$ cat config.mk
export PLATFORM = sky130hd
export DESIGN_NAME = sample_frame_collector
export DESIGN_NICKNAME = d
export VERILOG_FILES = /design/src/rtl/sample_frame_collector.sv
export SDC_FILE = /design/constraint.sdc
export NUM_CORES = 1
export LEC_CHECK = 0
export BUFFER_PORTS_ARGS = -buffer_cell sky130_fd_sc_hd__buf_2
export CAP_MARGIN = 20
export CORE_MARGIN = 5
export CORE_UTILIZATION = 40
export DETAILED_ROUTE_END_ITERATION = 6
export PLACE_DENSITY = 0.66
export SLEW_MARGIN = 30
export SYNTH_ARGS = -nofsm -noshare
export SYNTH_HDL_FRONTEND = slang
export SYNTH_SLANG_ARGS = --single-unit
$ cat constraint.sdc
create_clock -name clk -period 3 [get_ports clk]
set_clock_uncertainty 0.1 [all_clocks]
set_input_delay 0.3 -clock clk [delete_from_list [all_inputs] [get_ports clk]]
set_output_delay 0.3 -clock clk [all_outputs]
set_load 0.03 [all_outputs]
$ cat src/rtl/sample_frame_collector.sv
// rtl/sample_frame_collector.sv - packs serial signed samples into double-banked parallel frames
module sample_frame_collector #(
    parameter int DATAWIDTH = 8,
    parameter int NUM_LANES = 16,
    parameter int CNTWIDTH  = 16
) (
    input  logic                           clk,
    input  logic                           rst,
    input  logic [DATAWIDTH-1:0]           in_data,
    input  logic                           in_valid,
    input  logic                           in_sof,
    output logic                           in_ready,
    output logic [NUM_LANES*DATAWIDTH-1:0] frame_data,
    output logic                           frame_valid,
    input  logic                           frame_ready,
    output logic                           err_short,
    output logic [CNTWIDTH-1:0]            frame_count
);

    localparam int IDXW = (NUM_LANES > 1) ? $clog2(NUM_LANES) : 1;
    localparam logic [IDXW-1:0] LAST_IDX = IDXW'(NUM_LANES - 1);

    typedef logic [NUM_LANES-1:0][DATAWIDTH-1:0] bank_t;

    logic [IDXW-1:0]     idx_q, idx_d;
    bank_t               cap_q, cap_d;
    bank_t               out_q, out_d;
    logic                cap_full_q, cap_full_d;
    logic                frame_valid_q, frame_valid_d;
    logic                err_short_q, err_short_d;
    logic [CNTWIDTH-1:0] frame_count_q, frame_count_d;

    logic accept;
    logic take;
    logic sof_restart;
    logic bank_free;

    assign in_ready    = ~cap_full_q;
    assign accept      = in_valid & in_ready;
    assign take        = frame_valid_q & frame_ready;
    assign sof_restart = accept & in_sof & (idx_q != '0);
    assign bank_free   = ~frame_valid_q | take;

    always_comb begin
        idx_d         = idx_q;
        cap_d         = cap_q;
        out_d         = out_q;
        cap_full_d    = cap_full_q;
        frame_valid_d = frame_valid_q;
        err_short_d   = 1'b0;
        frame_count_d = frame_count_q;

        if (take) begin
            frame_valid_d = 1'b0;
        end

        // A parked frame moves to the output on the take; accept is blocked meanwhile.
        if (cap_full_q && take) begin
            out_d         = cap_q;
            frame_valid_d = 1'b1;
            cap_full_d    = 1'b0;
            frame_count_d = frame_count_q + 1'b1;
        end

        if (accept) begin
            if (sof_restart) begin
                cap_d[0]    = in_data;
                idx_d       = IDXW'(1);
                err_short_d = 1'b1;
            end else begin
                cap_d[idx_q] = in_data;
                if (idx_q == LAST_IDX) begin
                    idx_d = '0;
                    if (bank_free) begin
                        out_d         = cap_d;
                        frame_valid_d = 1'b1;
                        frame_count_d = frame_count_q + 1'b1;
                    end else begin
                        cap_full_d = 1'b1;
                    end
                end else begin
                    idx_d = IDXW'(idx_q + 1'b1);
                end
            end
        end
    end

    always_ff @(posedge clk or negedge rst) begin
        if (!rst) begin
            idx_q         <= '0;
            cap_q         <= '0;
            out_q         <= '0;
            cap_full_q    <= 1'b0;
            frame_valid_q <= 1'b0;
            err_short_q   <= 1'b0;
            frame_count_q <= '0;
        end else begin
            idx_q         <= idx_d;
            cap_q         <= cap_d;
            out_q         <= out_d;
            cap_full_q    <= cap_full_d;
            frame_valid_q <= frame_valid_d;
            err_short_q   <= err_short_d;
            frame_count_q <= frame_count_d;
        end
    end

    assign frame_data  = out_q;
    assign frame_valid = frame_valid_q;
    assign err_short   = err_short_q;
    assign frame_count = frame_count_q;

endmodule

==> results.md <==
* Status: finished, final reports clean
* Tmin final at 2.61 ns
* Dpl hpwl at 16000 µm
* # H-tree levels at 1
* Asr flop ratio synth at 1.00
* P_int at 7.30 mW
* Syn Nets at 748
* First-pass DRT Iterations at 4
* Initial core utilization at 0.407
* Initial antenna violation count at 2
* Total GRT Usage at 0.162
* Drt total wl at 24900 µm
* Post-synthesis cell area at 11000 µm²
* Max-slew violation count at 0
* Sequential element share of the synthesized area at 0.637
* Slew @ Worst Pin at 0.741 ns
* Fmax at 383 MHz
* Synth Instances at 730
* Post-CTS Resized at 0
* Global-route wire length before repair at 40100 µm
* Boundary pin count at 160
* Power Density at 752 nW/µm²
* Flops & latches, synth at 279
* GRT overflow at 0
* Final hold violation count at 0
* Crit path launch type: flop
* Worst vdd ir at 0.000398 V
* Max-cap viol count at 0
* Arr. time, crit path at 2.92 ns
* Seq pwr share at 0.494
* Worst min path class: in2reg
* Placed Area at 12200 µm²
* Share of layout cells above drive strength 1 at 0.497
* Req. time, crit path at 3.31 ns
* Post-synth cell types at 37
* Post-DR vias/cell at 5.19
* DR iter-0 viols at 325
* Hold Startpoint: in_sof
* Die ar. at 30800 µm²
* CTS Buffer Depth at 3
* Final setup viols at 0
* Mean Syn Cell Area at 15.0 µm²
* Clock share of power at 0.351
* Leak at 6.74 nW
* Root Driver: clkbuf_16
* Slew headroom at 0.503
* DRC viols at 0
* Clock transition at path regs at 0.06 ns
* Port Buf Inserts at 159
* Placed instance count at 1209
* Row count at 60
* RePlAce Congestion at 0.729
* Number of global-route vias before repair at 6969
* Num CTS Buffers at 29
* TritonCTS Sinks at 279
* Drt wl/cell at 19.6 µm
* Nets at 920
* Peak fanout along the critical path at 8
* YS warnings at 0
* Reg2reg start: idx_q[0]
* Gate power share at 0.155
* Setup TNS at 0 ns
* Worst-skew pair later-pin latency at 0.53 ns
* Core ar. at 27000 µm²
* P_sw at 2.61 mW
* Routed met3 length at 1630 µm
* Unrepaired setup endpoints after global routing: no
* Pin count of the biggest net entering global routing at 87
* Crit path from: idx_q[0]
* Die height at 176 µm
* Antenna viol nets, final at 0
* Most used DFF post-synth: dfrtp_1
* CP Capture Type: flop
* Final Cycle Share at 0.871
* Die span in x at 176 µm
* Fin cells at 1266
* Critical path class: reg2reg
* Met2 wire len at 11800 µm
* Area delta synth->final at 20.1%
* Net Sw Frac at 0.263
* Top sig layer: met5
* Design area at 13200 µm²
* TritonCTS clock tree: yes
* Vias at 6574
* Post-synth EDFFs at 0
* Routed length on met1 at 11100 µm
## final timing paths
kind	to	cells after the start	slack [ns]
min	idx_q[2]	4	0.07
max reg2reg	cap_q[28]	6	0.39
min reg2reg	frame_count[15]	1	0.36
min in group asynchronous	frame_data[93]	2	0.27
max in group asynchronous	cap_q[29]	3	1.66
max	cap_q[28]	6	0.39
## cell usage after synthesis, types with 2 or more instances
cell type / count / area [µm²]
nor3_1: 2 / 10.0
clkbuf_1: 20 / 75.1
dfrtp_1: 279 / 6980
nand2b_1: 2 / 12.5
buf_6: 5 / 56.3
and3_1: 3 / 18.8
o21ai_0: 7 / 35.0
buf_2: 7 / 35.0
o21ai_1: 2 / 10.0
ha_1: 5 / 62.6
xnor2_1: 14 / 123
o22ai_1: 9 / 56.3
nand2_1: 13 / 48.8
inv_1: 7 / 26.3
nand4_1: 6 / 37.5
a21oi_1: 6 / 30.0
nand3_1: 16 / 80.1
mux2_2: 225 / 2530
nor2_1: 26 / 97.6
o32a_1: 24 / 240
o21a_1: 24 / 180
nand2_2: 4 / 25.0
buf_4: 9 / 67.6
nor2b_1: 2 / 12.5
## per-layer routing
layer / GRT usage / up-vias
met5: 0 / -
met3: 0.0446 / 32
li1: - / 2974
met2: 0.263 / 150
met1: 0.220 / 3416
met4: 0.0322 / 2
## per-stage QoR
step	hold slack [ns]	setup WS [ns]	utilization	power, mW
final	0.0709	0.387	0.489	9.91
after floorplan	-0.0956	0.792	-	5.97
after detailed placement	0.261	0.319	0.452	6.51
after CTS	0.0365	0.298	0.488	10.0
after global routing	0.0963	0.162	0.489	10.4
after global placement	0.249	0.441	0.452	6.44
## power by group through the flow
stage	clock, mW	sequential (mW)	combinational, mW
after floorplan	0	5.07	0.909
after global placement	0	4.93	1.50
after detailed placement	0	4.96	1.55
after CTS	3.58	4.90	1.56
after global routing	3.74	4.98	1.69
final	3.48	4.89	1.53
## worst max-delay path, cell delays in order (launching register included)
cell	delay [ns]
dfrtp_1	0.42
inv_1	0.12
ha_1	0.26
inv_1	0.06
a2111oi_1	0.72
nand2_1	0.43
mux2_2	0.38
## cell usage in the layout (no fill, tap or decap), types with 2 or more instances in the layout
master	instances
dfrtp_1	279
mux2_2	225
buf_2	158
clkbuf_16	29
nor2_1	26
o32a_1	24
o21a_1	24
nand3_1	16
buf_4	15
xnor2_1	14
nand2_1	13
clkbuf_8	11
o22ai_1	9
inv_1	7
o21ai_0	7
a21oi_1	6
nand4_1	6
ha_1	5
clkbuf_1	5
clkinv_2	5
buf_12	5
nand2_2	4
and3_1	3
dlygate4sd3_1	3
nor2b_1	2
nor3_1	2
nand2b_1	2
clkinv_4	2
## registers in the layout, indices dropped and copies added, names as in the netlist
register     count
frame_valid      1
cap_full_q       1
cap_q          128
idx_q            4
frame_data     128
frame_count     16
err_short        1
## kinds of logic (layout without fill, tap and decap cells)
kind of cell / count (synthesis) / in the layout / synth area share
other: 0 / 1 / 0
DFF: 279 / 279 / 0.637
adders and majority gates: 5 / 5 / 0.00571
buffers and inverters: 48 / 242 / 0.0237
muxes: 225 / 225 / 0.231
and+or+nand+nor: 83 / 83 / 0.0378
AOI/OAI and AO/OA: 75 / 75 / 0.0525
xor gates and xnor gates: 15 / 15 / 0.0120
## area by class of cell
cell class / instances / area (µm²)
timing repair buffer: 182 / 1050
sequential: 279 / 6980
antenna: 1 / 2.50
multi-input combinational: 403 / 3730
inverter: 7 / 26.3
tap: 341 / 427
fill: 2363 / 13800
clock inverter: 8 / 50.0
clock buffer: 45 / 896
## timing repair
action,CTS,global route
setup buffers,0,0
hold buffers,3,0
endpoints found under the setup margin,0,0
hold endpoints to repair,81,0
Power figures use the tool's default switching activity.
